## src/rtl/mini_alu_pkg.sv

```systemverilog
// Shared types and constants for the mini-ALU instruction sequencer.
// The instruction word is packed {op, x, y, z}, two bits per field.
package mini_alu_pkg;

    typedef enum logic [1:0] {
        IDLE     = 2'b00,
        ISSUE    = 2'b01,
        RUN_WAIT = 2'b10,
        HALT     = 2'b11
    } state_e;

    localparam logic [1:0] OP_LDL = 2'b00;
    localparam logic [1:0] OP_LDH = 2'b01;
    localparam logic [1:0] OP_ADD = 2'b10;
    localparam logic [1:0] OP_SUB = 2'b11;

    localparam int OP_W    = 2;
    localparam int X_W     = 2;
    localparam int Y_W     = 2;
    localparam int Z_W     = 2;
    localparam int INSTR_W = OP_W + X_W + Y_W + Z_W;

    typedef struct packed {
        logic [OP_W-1:0] op;
        logic [X_W-1:0]  x;
        logic [Y_W-1:0]  y;
        logic [Z_W-1:0]  z;
    } instr_t;

    function automatic instr_t to_instr(input logic [INSTR_W-1:0] word);
        instr_t r;
        r.op = word[INSTR_W-1 -: OP_W];
        r.x  = word[Y_W+Z_W +: X_W];
        r.y  = word[Z_W +: Y_W];
        r.z  = word[0 +: Z_W];
        return r;
    endfunction

endpackage

```

## src/rtl/mini_alu_sequencer_btn_debounce.sv

```systemverilog
// Raw push-button conditioner: two-flop synchronizer, stability counter and
// a single-cycle pulse on each accepted press (rising edge of the clean level).
module btn_debounce #(
    parameter int DEBOUNCE_CYCLES = 120000
) (
    input  logic clk,
    input  logic rst,
    input  logic btn_raw,
    output logic pulse
);

    localparam int CW = (DEBOUNCE_CYCLES > 1) ? $clog2(DEBOUNCE_CYCLES) : 1;
    localparam logic [CW-1:0] CNT_LAST = CW'(DEBOUNCE_CYCLES - 1);

    logic          sync1_r;
    logic          sync2_r;
    logic          stable_r;
    logic [CW-1:0] cnt_r;
    logic          pulse_r;

    // Bring the asynchronous button into the clock domain.
    always_ff @(posedge clk or posedge rst) begin
        if (rst) begin
            sync1_r <= 1'b0;
            sync2_r <= 1'b0;
        end else begin
            sync1_r <= btn_raw;
            sync2_r <= sync1_r;
        end
    end

    // Accept a new level only after it has differed for DEBOUNCE_CYCLES samples in a row.
    always_ff @(posedge clk or posedge rst) begin
        if (rst) begin
            stable_r <= 1'b0;
            cnt_r    <= '0;
            pulse_r  <= 1'b0;
        end else if (sync2_r == stable_r) begin
            cnt_r    <= '0;
            pulse_r  <= 1'b0;
        end else if (cnt_r == CNT_LAST) begin
            stable_r <= sync2_r;
            cnt_r    <= '0;
            pulse_r  <= sync2_r;
        end else begin
            cnt_r    <= cnt_r + CW'(1);
            pulse_r  <= 1'b0;
        end
    end

    assign pulse = pulse_r;

endmodule

```

## src/rtl/mini_alu_sequencer.sv

```systemverilog
// Program store plus issue engine feeding the mini-ALU executor: buttons load,
// clear, single-step or free-run a small instruction RAM over valid/ready.
module mini_alu_sequencer
    import mini_alu_pkg::*;
#(
    parameter int PROG_DEPTH      = 16,
    parameter int DEBOUNCE_CYCLES = 120000,
    parameter int RUN_DIV         = 1200000
) (
    input  logic                         clk,
    input  logic                         rst,
    input  logic [7:0]                   sw,
    input  logic                         btn_load,
    input  logic                         btn_step,
    input  logic                         btn_run,
    input  logic                         btn_clr,
    output logic [7:0]                   instr,
    output logic                         instr_valid,
    input  logic                         instr_ready,
    output logic [$clog2(PROG_DEPTH):0]  pc,
    output logic [$clog2(PROG_DEPTH):0]  prog_len,
    output logic                         halted
);

    localparam int AW = $clog2(PROG_DEPTH);
    localparam int W  = AW + 1;
    localparam int TW = (RUN_DIV > 1) ? $clog2(RUN_DIV) : 1;
    localparam logic [W-1:0]  DEPTH_L    = W'(PROG_DEPTH);
    localparam logic [W-1:0]  ONE_L      = {{AW{1'b0}}, 1'b1};
    localparam logic [TW-1:0] TIMER_LAST = TW'(RUN_DIV - 1);

    logic [3:0]    pulse_s;
    logic          clr_s, load_s, run_s, step_s;

    state_e        state_r, state_n;
    logic [W-1:0]  pc_r, pc_n;
    logic [W-1:0]  len_r, len_n;
    logic [7:0]    instr_r, instr_n;
    logic          instr_valid_r, valid_n;
    logic          run_flag_r, run_flag_n;
    logic [TW-1:0] timer_r, timer_n;
    logic          halted_r, halted_n;
    logic          we_s;
    logic          load_ok_s;
    instr_t        ram_r [PROG_DEPTH];

    btn_debounce #(.DEBOUNCE_CYCLES(DEBOUNCE_CYCLES)) u_db_load (
        .clk(clk), .rst(rst), .btn_raw(btn_load), .pulse(pulse_s[0]));
    btn_debounce #(.DEBOUNCE_CYCLES(DEBOUNCE_CYCLES)) u_db_step (
        .clk(clk), .rst(rst), .btn_raw(btn_step), .pulse(pulse_s[1]));
    btn_debounce #(.DEBOUNCE_CYCLES(DEBOUNCE_CYCLES)) u_db_run (
        .clk(clk), .rst(rst), .btn_raw(btn_run), .pulse(pulse_s[2]));
    btn_debounce #(.DEBOUNCE_CYCLES(DEBOUNCE_CYCLES)) u_db_clr (
        .clk(clk), .rst(rst), .btn_raw(btn_clr), .pulse(pulse_s[3]));

    // Simultaneous presses resolve clr > load > run > step; losers are dropped.
    assign clr_s     = pulse_s[3];
    assign load_s    = pulse_s[0] & ~pulse_s[3];
    assign run_s     = pulse_s[2] & ~pulse_s[3] & ~pulse_s[0];
    assign step_s    = pulse_s[1] & ~pulse_s[3] & ~pulse_s[0] & ~pulse_s[2];
    assign load_ok_s = load_s && (len_r < DEPTH_L);

    // Next-state and next-output computation for the sequencer.
    always_comb begin
        state_n    = state_r;
        pc_n       = pc_r;
        len_n      = len_r;
        instr_n    = instr_r;
        valid_n    = instr_valid_r;
        run_flag_n = run_flag_r;
        timer_n    = timer_r;
        we_s       = 1'b0;
        if (clr_s) begin
            state_n    = IDLE;
            pc_n       = '0;
            len_n      = '0;
            valid_n    = 1'b0;
            run_flag_n = 1'b0;
            timer_n    = '0;
        end else begin
            case (state_r)
                IDLE: begin
                    if (load_s) begin
                        if (load_ok_s) begin
                            we_s  = 1'b1;
                            len_n = len_r + ONE_L;
                        end else begin
                            we_s  = 1'b0;
                        end
                    end else if (run_s || step_s) begin
                        if (pc_r < len_r) begin
                            state_n    = ISSUE;
                            valid_n    = 1'b1;
                            instr_n    = ram_r[pc_r[AW-1:0]];
                            run_flag_n = run_s;
                        end else if (len_r != '0) begin
                            state_n    = HALT;
                        end else begin
                            state_n    = IDLE;
                        end
                    end else begin
                        state_n = IDLE;
                    end
                end
                ISSUE: begin
                    // A run press here only cancels free-run; the pending word still goes out.
                    if (run_s) begin
                        run_flag_n = 1'b0;
                    end else begin
                        run_flag_n = run_flag_r;
                    end
                    if (instr_valid_r && instr_ready) begin
                        valid_n = 1'b0;
                        pc_n    = pc_r + ONE_L;
                        if ((pc_r + ONE_L) == len_r) begin
                            state_n    = HALT;
                            run_flag_n = 1'b0;
                        end else if (run_flag_r && !run_s) begin
                            state_n    = RUN_WAIT;
                            timer_n    = '0;
                        end else begin
                            state_n    = IDLE;
                            run_flag_n = 1'b0;
                        end
                    end else begin
                        valid_n = 1'b1;
                    end
                end
                RUN_WAIT: begin
                    if (run_s) begin
                        state_n    = IDLE;
                        timer_n    = '0;
                        run_flag_n = 1'b0;
                    end else if (timer_r == TIMER_LAST) begin
                        state_n = ISSUE;
                        timer_n = '0;
                        valid_n = 1'b1;
                        instr_n = ram_r[pc_r[AW-1:0]];
                    end else begin
                        timer_n = timer_r + TW'(1);
                    end
                end
                HALT: begin
                    if (load_s) begin
                        if (load_ok_s) begin
                            we_s  = 1'b1;
                            len_n = len_r + ONE_L;
                        end else begin
                            we_s  = 1'b0;
                        end
                    end else if (run_s || step_s) begin
                        state_n = IDLE;
                        pc_n    = '0;
                    end else begin
                        state_n = HALT;
                    end
                end
                default: begin
                    state_n    = IDLE;
                    valid_n    = 1'b0;
                    run_flag_n = 1'b0;
                    timer_n    = '0;
                end
            endcase
        end
        halted_n = (state_n == HALT);
    end

    // Sequencer state and registered outputs.
    always_ff @(posedge clk or posedge rst) begin
        if (rst) begin
            state_r       <= IDLE;
            pc_r          <= '0;
            len_r         <= '0;
            instr_r       <= 8'h00;
            instr_valid_r <= 1'b0;
            run_flag_r    <= 1'b0;
            timer_r       <= '0;
            halted_r      <= 1'b0;
        end else begin
            state_r       <= state_n;
            pc_r          <= pc_n;
            len_r         <= len_n;
            instr_r       <= instr_n;
            instr_valid_r <= valid_n;
            run_flag_r    <= run_flag_n;
            timer_r       <= timer_n;
            halted_r      <= halted_n;
        end
    end

    // Program RAM: contents are don't-care until written, so no reset.
    always_ff @(posedge clk) begin
        if (we_s) begin
            ram_r[len_r[AW-1:0]] <= to_instr(sw);
        end else begin
            ram_r[len_r[AW-1:0]] <= ram_r[len_r[AW-1:0]];
        end
    end

    assign instr       = instr_r;
    assign instr_valid = instr_valid_r;
    assign pc          = pc_r;
    assign prog_len    = len_r;
    assign halted      = halted_r;

endmodule

```

## config.mk

```make
export PLATFORM = sky130hd
export DESIGN_NAME = mini_alu_sequencer
export DESIGN_NICKNAME = d
export VERILOG_FILES = /design/src/rtl/mini_alu_pkg.sv /design/src/rtl/mini_alu_sequencer_btn_debounce.sv /design/src/rtl/mini_alu_sequencer.sv
export SDC_FILE = /design/constraint.sdc
export NUM_CORES = 1
export LEC_CHECK = 0
export CAP_MARGIN = 15
export CORE_ASPECT_RATIO = 1.5
export CORE_MARGIN = 2
export CORE_UTILIZATION = 47
export DETAILED_ROUTE_END_ITERATION = 6
export PLACE_DENSITY = 0.66
export SLEW_MARGIN = 5
export SYNTH_ARGS = -nofsm -noshare
export SYNTH_HDL_FRONTEND = slang
export SYNTH_HIERARCHICAL = 1
export SYNTH_SLANG_ARGS = --single-unit
export TNS_END_PERCENT = 20
```

## constraint.sdc

```tcl
create_clock -name clk -period 2.7 [get_ports clk]
set_clock_uncertainty 0.05 [all_clocks]
set_input_delay 0.54 -clock clk [delete_from_list [all_inputs] [get_ports clk]]
set_output_delay 0.54 -clock clk [all_outputs]
set_load 0.005 [all_outputs]
```

==> run_results.csv <==
group,metric,value,unit
status,status,"completed",
worst_setup_path,cp_slowest_stage_delay,470,ps
worst_setup_path,cpMaxStageDelayCell,"or4_1",
min_path,min_path_type,"flip-flop to flip-flop",
finish,nets,986,
floorplanning,start_util,0.477,
worst_setup_path,worst_setup_path_end_kind,"flip-flop",
worst_setup_path,crit_fanout,6,
global_routing,grt_pass1_wl,37800,um
global_routing,track_usage,0.180,
clocking,hold_buffers,0,
floorplanning,die_h,196,um
clocking,post_cts_resized,0,
placed_design,io_buffers,34,
finish,final_common_cell,"edfxtp_1",
sta,fin_tns_setup,0,ps
drt,ant_nets,0,
global_routing,grt_max_degree,34,
logic_synthesis,async_reset_ff_frac,0.500,
drt,drc_errors,0,
logic_synthesis,synthesis.area,11600,sq um
drt,wl_met1,8940,um
logic_synthesis,synth_ff_type,"edfxtp_1",
finish,antenna_cells,0,
finish,area_delta_synth_final,15.4,%
drt,wl,22500,um
sta,hold_viol_final,0,
sta,tightest_slew,597,ps
global_routing,grt_overflow,0,
clocking,clock_sinks,256,
clocking,path_clk_slew,60,ps
drt,drt_first_iter_violations,373,
power,vdd_ir_drop_max,0.479,mV
global_routing,antenna_found_initial,0,
logic_synthesis,ys_seq_area_frac,0.609,
worst_setup_path,cp.arrival,2820,ps
finish,seqCellArea,7050,sq um
worst_setup_path,worstSetupPathType,"flip-flop to flip-flop",
power,seqPwrFrac,0.451,
global_routing,grt_pass1_vias,7431,
power,p_comb_frac,0.188,
power,cellLeakagePower,4.88,nW
drt,routed.top_layer,"met4",
floorplanning,num_rows,70,
placed_design,place.gp.congestion,0.836,
worst_setup_path,cp_data_required_time,3060,ps
drt,routedWlPerCell,17.4,um
logic_synthesis,netlist_instances,877,
sta,rsz0062_at_grt,"false",
finish,final_cell_mix,"128 x edfxtp_1, 127 x dfrtp_1, 116 x nor2_1",
worst_setup_path,crit_chain,"ha_1, xor2_1, or3_1, o31a_1, or4_1, a32o_1",
sta,slew_headroom,0.598,
clocking,clock_path_buffers,3,
floorplanning,die-area,25900,sq um
drt,num_vias,7148,
worst_setup_path,start_kind,"flip-flop",
power,power_switching,2.45,mW
clocking,cts_tree,"done",
logic_synthesis,synth-seq-cells,256,
sta,finalSetupViolCount,0,
power,p_per_area,723,nW/um^2
clocking,cts_root_buf,"clkbuf_16",
logic_synthesis,synth_nets,911,
sta,fin_crit_sh,0.910,
floorplanning,die_width,132,um
finish,multi_input_comb_area,4270,sq um
logic_synthesis,yosysWarnings,6,
drt,routed-wl-met3,712,um
sta,finalCriticalPeriod,2460,ps
power,intPower,7.21,mW
logic_synthesis,synth_area_leader_cell,"edfxtp_1",
drt,vias_per_cell,5.52,
clocking,htree_levels,1,
logic_synthesis,synth_top_area_frac,0.332,
finish,drive_gt1_frac,0.165,
sta,slew_violations,0,
drt,dr_wl_met2,12300,um
drt,drt_pre_antenna_iters,5,
logic_synthesis,synth-edff-count,128,
power,finalPower,9.65,mW
clocking,worstSkewPairLatency,530,ps
job,maxCapViolCount,0,
logic_synthesis,syn_area_per_cell,13.2,sq um
finish,nFillCells,2041,
clocking,numCtsBuffers,25,
power,p_sw_frac,0.254,
clocking,post-cts-setup-buffer-count,0,
floorplanning,io_pins,35,
sta,max_freq,0.407,GHz
logic_synthesis,synth_cell_types,63,
floorplanning,fp.coreArea,24300,sq um
power,clkPwrFrac,0.361,
logic_synthesis,ys_top_cells_by_area,"edfxtp_1 33%, dfrtp_1 28%, mux4_2 7.8%, xnor2_1 4.4%, nor2_1 3.8%",
placed_design,hpwl,15700,um
power groups by stage:
stage	Combinational [mW]	Sequential, mW	Clock, mW
2_1_floorplan	1.24	4.41	0
3_3_place_gp	1.80	4.43	0
4_1_cts	1.84	4.36	3.59
5_1_grt	1.99	4.37	3.73
3_5_place_dp	1.83	4.43	0
6_report	1.81	4.36	3.49
worst max-delay path, delay by kind of cell (launching register included):
family	cells	cell delay, ps
and+or+nand+nor	2	810
AOI/OAI and AO/OA	2	550
DFF	1	460
adders and majority gates	1	330
xor gates and xnor gates	1	140
synth_stat cells, drive strengths merged (13+ instances only):
cell and n:
dfrtp 128, o21ai 32, edfxtp 128, xor2 16, inv 28, nor2 116, mux4 40, nand4 30
nor4 26, mux2 13, nand2 47, nor3 18, nand3 34, ha 19, clkbuf 19, xnor2 58
per-layer routing:
layer  vias up  global-route usage
met5         -                   0
met4         0              0.0564
met3        43              0.0287
met2       115               0.336
met1      3584               0.212
li1       3406                   -
flip-flops by register name (all words and copies together), names as in the netlist, 2 cells and up:
| register | count |
|---|---|
| instr | 8 |
| state_r | 2 |
| ram_r | 128 |
| timer_r | 21 |
| u_db_run/cnt_r | 17 |
| u_db_step/cnt_r | 17 |
| u_db_clr/cnt_r | 17 |
| pc | 5 |
| prog_len | 5 |
| u_db_load/cnt_r | 17 |
area by class of cell:
class                   count  share of cell area
clock inverters            14              0.0100
repair buffers             78              0.0521
well taps                 324              0.0304
clock buffers              32              0.0519
flip-flops and latches    256               0.528
multi-input cells         563               0.320
inverters                  28             0.00787
cell families after synthesis:
group                    share of synthesized area
AND/OR/NAND/NOR                              0.147
flip-flops                                   0.609
AO/OA/AOI/OAI                               0.0498
XOR/XNOR                                    0.0581
buffers and inverters                       0.0221
multiplexers                                0.0935
adder cells (fa/ha/maj)                     0.0205
through the flow:
step	util	std cells	setup WS (ps)	area (sq um)	hold WS (ps)
floorplan	-	877	33.6	11600	281
global placement	0.516	1249	263	12500	284
detailed placement	0.516	1249	247	12500	285
CTS	0.550	1295	234	13400	299
global route	0.550	1295	49.8	13400	309
finish	0.550	1295	244	13400	298
final timing paths:
check,from,to,slack (ps),depth (start not counted)
max,pc[0],timer_r[10],240,6
min,u_db_run/sync1_r,u_db_run/sync2_r,300,0
max reg2reg,pc[0],timer_r[10],240,6
min reg2reg,u_db_run/sync1_r,u_db_run/sync2_r,300,0
max in group asynchronous,rst,instr[0],1640,3
min in group asynchronous,rst,u_db_load/cnt_r[15],430,2
(Power assumes the default switching activity.)
